`src/rtl/serial_adder_arbiter.sv`:
```
// serial_adder_arbiter: round-robin front end that shares one 2-bit serial
// adder between NUM_REQ requesters. Operands go in MSB first over two cycles,
// and the 3-bit serial sum is gathered back and returned with the requester
// ID on a single response channel that can be backpressured.
module serial_adder_arbiter #(
  parameter int NUM_REQ = 4,
  parameter int ID_W    = 2,
  parameter int TIMEOUT = 8
) (
  input  logic                 clk,
  input  logic                 rst_n,
  input  logic [NUM_REQ-1:0]   req_valid,
  input  logic [2*NUM_REQ-1:0] req_a,
  input  logic [2*NUM_REQ-1:0] req_b,
  output logic [NUM_REQ-1:0]   req_ready,
  output logic                 resp_valid,
  input  logic                 resp_ready,
  output logic [ID_W-1:0]      resp_id,
  output logic [2:0]           resp_sum,
  output logic                 resp_err,
  output logic                 busy,
  output logic                 add_en_i,
  output logic                 add_ina,
  output logic                 add_inb,
  input  logic                 add_en_o,
  input  logic                 add_out
);

  // The adder has no reset, so six idle cycles are enough for any
  // half-finished transaction inside it to drain out.
  localparam int FLUSH_CYCLES = 6;
  localparam int CNT_MAX      = (TIMEOUT > FLUSH_CYCLES) ? TIMEOUT : FLUSH_CYCLES;
  localparam int CNT_W        = $clog2(CNT_MAX + 1);
  localparam int SEL_W        = (NUM_REQ > 1) ? $clog2(NUM_REQ) : 1;

  typedef enum logic [2:0] {
    S_FLUSH, S_IDLE, S_SEND1, S_SEND0, S_WAITR, S_CAP1, S_CAP0, S_RESP
  } state_e;

  state_e           state_q, state_d;
  logic [CNT_W-1:0] cnt_q, cnt_d;
  logic [ID_W-1:0]  ptr_q, ptr_d;
  logic [ID_W-1:0]  id_q, id_d;
  logic [1:0]       a_q, a_d;
  logic [1:0]       b_q, b_d;
  logic [2:0]       sum_q, sum_d;
  logic             err_q, err_d;

  logic [1:0]       op_a [NUM_REQ];
  logic [1:0]       op_b [NUM_REQ];

  logic [NUM_REQ-1:0] grant;
  logic               grant_any;
  logic [ID_W-1:0]    grant_idx;
  logic [1:0]         grant_a, grant_b;
  logic [SEL_W-1:0]   scan_sel;

  // Split the packed operand buses into one 2-bit lane per requester.
  generate
    for (genvar gi = 0; gi < NUM_REQ; gi++) begin : g_unpack
      assign op_a[gi] = req_a[2*gi +: 2];
      assign op_b[gi] = req_b[2*gi +: 2];
    end
  endgenerate

  // Round-robin search: first valid requester at or after the pointer.
  always_comb begin
    grant     = '0;
    grant_any = 1'b0;
    grant_idx = '0;
    grant_a   = '0;
    grant_b   = '0;
    scan_sel  = '0;
    for (int k = 0; k < NUM_REQ; k++) begin
      scan_sel = SEL_W'((int'(ptr_q) + k) % NUM_REQ);
      if (!grant_any && req_valid[scan_sel]) begin
        grant_any       = 1'b1;
        grant[scan_sel] = 1'b1;
        grant_idx       = ID_W'(scan_sel);
        grant_a         = op_a[scan_sel];
        grant_b         = op_b[scan_sel];
      end
    end
  end

  // Next-state and datapath update for the transaction sequencer.
  always_comb begin
    state_d = state_q;
    cnt_d   = cnt_q;
    ptr_d   = ptr_q;
    id_d    = id_q;
    a_d     = a_q;
    b_d     = b_q;
    sum_d   = sum_q;
    err_d   = err_q;
    case (state_q)
      S_FLUSH: begin
        if (cnt_q == CNT_W'(FLUSH_CYCLES - 1)) begin
          cnt_d   = '0;
          state_d = S_IDLE;
        end else begin
          cnt_d = cnt_q + CNT_W'(1);
        end
      end
      S_IDLE: begin
        if (grant_any) begin
          id_d    = grant_idx;
          a_d     = grant_a;
          b_d     = grant_b;
          ptr_d   = ID_W'((int'(grant_idx) + 1) % NUM_REQ);
          sum_d   = '0;
          err_d   = 1'b0;
          state_d = S_SEND1;
        end
      end
      S_SEND1: state_d = S_SEND0;
      S_SEND0: begin
        cnt_d   = '0;
        state_d = S_WAITR;
      end
      S_WAITR: begin
        // A strobe arriving on the last allowed cycle still counts as success.
        if (add_en_o) begin
          sum_d   = {add_out, 2'b00};
          state_d = S_CAP1;
        end else if ((cnt_q + CNT_W'(1)) == CNT_W'(TIMEOUT)) begin
          err_d   = 1'b1;
          sum_d   = '0;
          state_d = S_RESP;
        end else begin
          cnt_d = cnt_q + CNT_W'(1);
        end
      end
      S_CAP1: begin
        sum_d[1] = add_out;
        state_d  = S_CAP0;
      end
      S_CAP0: begin
        sum_d[0] = add_out;
        state_d  = S_RESP;
      end
      S_RESP: begin
        // After a timeout the adder may still be mid-flight, so drain it.
        if (resp_ready) begin
          cnt_d   = '0;
          state_d = err_q ? S_FLUSH : S_IDLE;
        end
      end
      default: state_d = S_FLUSH;
    endcase
  end

  // State and datapath registers; reset lands in FLUSH so the adder drains.
  always_ff @(posedge clk or negedge rst_n) begin
    if (!rst_n) begin
      state_q <= S_FLUSH;
      cnt_q   <= '0;
      ptr_q   <= '0;
      id_q    <= '0;
      a_q     <= '0;
      b_q     <= '0;
      sum_q   <= '0;
      err_q   <= 1'b0;
    end else begin
      state_q <= state_d;
      cnt_q   <= cnt_d;
      ptr_q   <= ptr_d;
      id_q    <= id_d;
      a_q     <= a_d;
      b_q     <= b_d;
      sum_q   <= sum_d;
      err_q   <= err_d;
    end
  end

  // Adder-side signals come only from registered state, never from inputs.
  assign add_en_i   = (state_q == S_SEND1);
  assign add_ina    = (state_q == S_SEND1) ? a_q[1] : (state_q == S_SEND0) ? a_q[0] : 1'b0;
  assign add_inb    = (state_q == S_SEND1) ? b_q[1] : (state_q == S_SEND0) ? b_q[0] : 1'b0;

  assign req_ready  = (state_q == S_IDLE) ? grant : '0;
  assign resp_valid = (state_q == S_RESP);
  assign resp_id    = id_q;
  assign resp_sum   = sum_q;
  assign resp_err   = err_q;
  assign busy       = (state_q != S_IDLE);

endmodule
```
`config.mk`:
```
export PLATFORM = sky130hd
export DESIGN_NAME = serial_adder_arbiter
export DESIGN_NICKNAME = d
export VERILOG_FILES = /design/src/rtl/serial_adder_arbiter.sv
export SDC_FILE = /design/constraint.sdc
export NUM_CORES = 1
export LEC_CHECK = 0
export CAP_MARGIN = 30
export CORE_MARGIN = 5
export CORE_UTILIZATION = 47
export CTS_CLUSTER_DIAMETER = 40
export DETAILED_ROUTE_END_ITERATION = 8
export PLACE_DENSITY_LB_ADDON = 0.1
export SLEW_MARGIN = 20
export SYNTH_ARGS = -nofsm -noshare
export SYNTH_HDL_FRONTEND = slang
export SYNTH_SLANG_ARGS = --single-unit
export TNS_END_PERCENT = 100
```
`constraint.sdc`:
```
create_clock -name clk -period 3.2 [get_ports clk]
set_input_delay 0.32 -clock clk [delete_from_list [all_inputs] [get_ports clk]]
set_output_delay 0.32 -clock clk [all_outputs]
set_load 0.02 [all_outputs]
```
==> metrics.log <==
INFO  metric die_outline_area = about 5500 um2
INFO  metric nNetsFinal = 274
INFO  metric postSynthCellCount = 200
INFO  metric timing.critical_path.from_type = flip-flop
INFO  metric finalCriticalPeriod = 2.98 ns
INFO  metric yosys_warns = 0
INFO  metric cell_area_after_synthesis = 1930 um2
INFO  metric detail-route-antenna-nets = 0
INFO  metric syn2layout_area_growth = 27.6%
INFO  metric avgViaCountPerCell = approximately 6.3
INFO  metric place_congestion = 0.935
INFO  metric power_density = approximately 910 nW/um2
INFO  metric finalWorstSetupSlack = ~0.22 ns
INFO  metric max_freq = 336 MHz
INFO  metric timing.critical_path.slowest_cell_delay = 0.56 ns
INFO  metric cts.clk_slew.worst_paths = 0.07 ns
INFO  metric timing_worst_setup_path_type = reg2out
INFO  metric dominantRegCellSynth = sky130_fd_sc_hd__dfrtp_1
INFO  metric layout_commonest_cell = sky130_fd_sc_hd__clkdlybuf4s50_1
INFO  metric placementRows = 23
INFO  metric async_flop_share = 100%
INFO  metric layout_common_cells = sky130_fd_sc_hd__clkdlybuf4s50_1 (35), sky130_fd_sc_hd__mux4_2 (19), sky130_fd_sc_hd__o21ai_0 (19), sky130_fd_sc_hd__dfrtp_1 (19), sky130_fd_sc_hd__nand2_1 (17)
INFO  metric drt_pre_antenna_iters = 4
INFO  metric number_of_global_route_vias_before_repair = 1836
INFO  metric dpl_worst_slack = 0.00183 ns
INFO  metric critical_path_peak_fanout = 5
INFO  metric post-route-drc-count = 0
INFO  metric worstSkewPairLatency = 0.25 ns
INFO  metric critical_path.cell_chain = inv_1, ha_1, mux4_2, buf_4, a22oi_1, nor2_1, a221oi_1, nor2_2, dlygate4sd2_1
INFO  metric die_width = 74.1 um
INFO  metric route.final.wire_length = between 4000 and 5000 um
INFO  metric post-dp-hpwl = 3570 um
INFO  metric vdd_drop_max = 408 uV
INFO  metric critPathArrivalTime = approximately 2.7 ns
INFO  metric synth_edf_count = 0
INFO  metric timing.final.max_slew_violations = 0
INFO  metric outcome = complete, no violations
INFO  metric synth.yosys.seq_area_share = 24.6%
INFO  metric grt_first_pass_wirelength = 8180 um
INFO  metric dr_total_vias = 1834
INFO  metric final.period_utilization = 93.1%
INFO  metric grt_start_max_net_pins = 31
INFO  metric maximum_clock_insertion_buffer_count = 2
INFO  metric power_leakage = 0.996 nW
INFO  metric clock_tree.htree_level_count = 1
INFO  metric placeableCoreArea = 4000 um2
INFO  metric floorplan.initialDensity = between 40% and 50%
INFO  metric chipHeight = 74.1 um
INFO  metric worstPathRequired = 2.88 ns
INFO  metric hold_class = in2async
INFO  metric final.hold.worst_slack = 0.259 ns
INFO  metric antenna_cells_inserted = 0
INFO  metric setup_viol = 0
INFO  metric ios = 40
INFO  metric rsz0062_at_grt = no
INFO  metric critical_path_capture_point_type = output port
INFO  metric tightest_slew = 0.560 ns
INFO  metric fin_setup_tns = 0 ns
INFO  metric grtUsageTotal = 18.5%
INFO  metric relSlewSlack = 62.6%
INFO  metric overflow = 0
INFO  metric synth_area_per_cell = 9.67 um2
INFO  metric hold_viol_final = 0
INFO  metric max_cap_violations = 0
INFO  metric post_synth_num_cell_types = 47
INFO  metric tritoncts = done
INFO  metric cts_made_buffers = 3
INFO  metric worst-r2r-setup-slack = 0.58 ns
INFO  metric drt_first_iter_violations = 74
INFO  metric synth_seq_cells = 19
INFO  metric wl_per_cell = roughly 16 um
INFO  metric cts_num_sinks = 19
INFO  metric port_buffers = 39
INFO  metric layout_cell_share_with_drive_strength_beyond_1 = between 20% and 30%
INFO  metric antenna_found_initial = 0
INFO  metric clk_tree_root_cell = sky130_fd_sc_hd__clkbuf_8
INFO  metric slowest_stage_cell_on_the_critical_path = sky130_fd_sc_hd__mux4_2
INFO  metric synth_nets = approximately 230
INFO  metric fin_worst_skew = between 0.004 and 0.005 ns
sequential cells by signal, summed over array words and instances, names as in the netlist:
name / count
resp_err: 1
ptr_q: 2
a_q: 2
resp_sum: 3
cnt_q: 4
b_q: 2
resp_id: 2
state_q: 3
Yosys cell counts, types with 2 or more instances:
| library cell | n | area (um2) |
|---|---|---|
| sky130_fd_sc_hd__nor4_1 | 2 | 12.5 |
| sky130_fd_sc_hd__nor2_1 | 18 | 67.6 |
| sky130_fd_sc_hd__buf_2 | 4 | 20.0 |
| sky130_fd_sc_hd__o21ai_0 | 19 | 95.1 |
| sky130_fd_sc_hd__ha_1 | 8 | 100 |
| sky130_fd_sc_hd__o31a_1 | 2 | 17.5 |
| sky130_fd_sc_hd__a21o_1 | 2 | 15.0 |
| sky130_fd_sc_hd__dfrtp_1 | 19 | 475 |
| sky130_fd_sc_hd__a22oi_1 | 8 | 60.1 |
| sky130_fd_sc_hd__a21oi_1 | 9 | 45.0 |
| sky130_fd_sc_hd__nor3_1 | 2 | 10.0 |
| sky130_fd_sc_hd__mux2i_1 | 2 | 20.0 |
| sky130_fd_sc_hd__nor2b_1 | 6 | 37.5 |
| sky130_fd_sc_hd__inv_1 | 6 | 22.5 |
| sky130_fd_sc_hd__mux4_2 | 19 | 428 |
| sky130_fd_sc_hd__o211ai_1 | 2 | 15.0 |
| sky130_fd_sc_hd__nand2_1 | 17 | 63.8 |
| sky130_fd_sc_hd__a22o_1 | 2 | 17.5 |
| sky130_fd_sc_hd__nand3_1 | 6 | 30.0 |
| sky130_fd_sc_hd__a221oi_1 | 9 | 78.8 |
| sky130_fd_sc_hd__clkbuf_1 | 9 | 33.8 |
| sky130_fd_sc_hd__mux2_2 | 4 | 45.0 |
area by class of cell:
cell class	count	area [um2]
timing repair buffer	51	490
tap	50	62.6
clock buffer	4	45.0
fill	327	1530
multi-input combinational	160	1370
inverter	6	22.5
sequential	19	475
worst max-delay path, delay by kind of cell, from the launching register on:
kind | cells | cell delay [ns]
buffers and inverters | 3 | 0.57
muxes | 1 | 0.56
AOI/OAI and AO/OA | 2 | 0.46
DFF | 1 | 0.37
adders and majority gates | 1 | 0.32
and+or+nand+nor | 2 | 0.12
kinds of logic (layout without fill, tap and decap cells):
family	count (synthesis)	after routing	share of synthesized area, %
AOI/OAI and AO/OA	63	63	22.3
adders and majority gates	8	8	5.18
buffers and inverters	21	61	5.31
DFF	19	19	24.6
muxes	25	25	25.5
and+or+nand+nor	64	64	17.1
worst paths after layout:
kind / from / to / cells after the start
worst min register to register: b_q[0] / b_q[0] / 2
worst max register to register: ptr_q[0] / b_q[1] / 7
worst min-delay path: rst_n / cnt_q[2] / 1
min in group clk: b_q[0] / b_q[0] / 2
max in group asynchronous: rst_n / cnt_q[3] / 2
worst max-delay path: ptr_q[0] / req_ready[0] / 9
where the power goes:
group          switching [W]  leakage [nW]  internal [W]
Combinational       0.000802         0.740      0.000792
Sequential          0.000129         0.233      0.000344
Clock              0.0000775        0.0228     0.0000884
Total                0.00101         0.996       0.00122
timing repair:
item	in CTS	in global routing
setup buffers	0	0
hold endpoints to repair	0	0
hold buffers	0	0
setup endpoints to repair	4	1
resized for setup	6	1
through the flow:
| step | instances | total power, W | instance area (um2) | util [%] |
|---|---|---|---|---|
| finish | 290 | 0.00223 | 2470 | 61.7 |
| global route | 290 | 0.00245 | 2470 | 61.7 |
| CTS | 289 | 0.00224 | 2450 | 61.2 |
| detailed placement | 285 | 0.00206 | 2400 | 60.0 |
| global placement | 285 | 0.00200 | 2400 | 60.0 |
| floorplan | 200 | 0.00167 | 1960 | - |
per-layer routing:
metal	global-route usage, %	vias up	wire [um]
met5	0	-	0
met4	5.84	0	59
met3	1.35	4	218
met2	34.0	56	2390
met1	23.0	909	1890
li1	-	865	-
(Power assumes the default switching activity.)
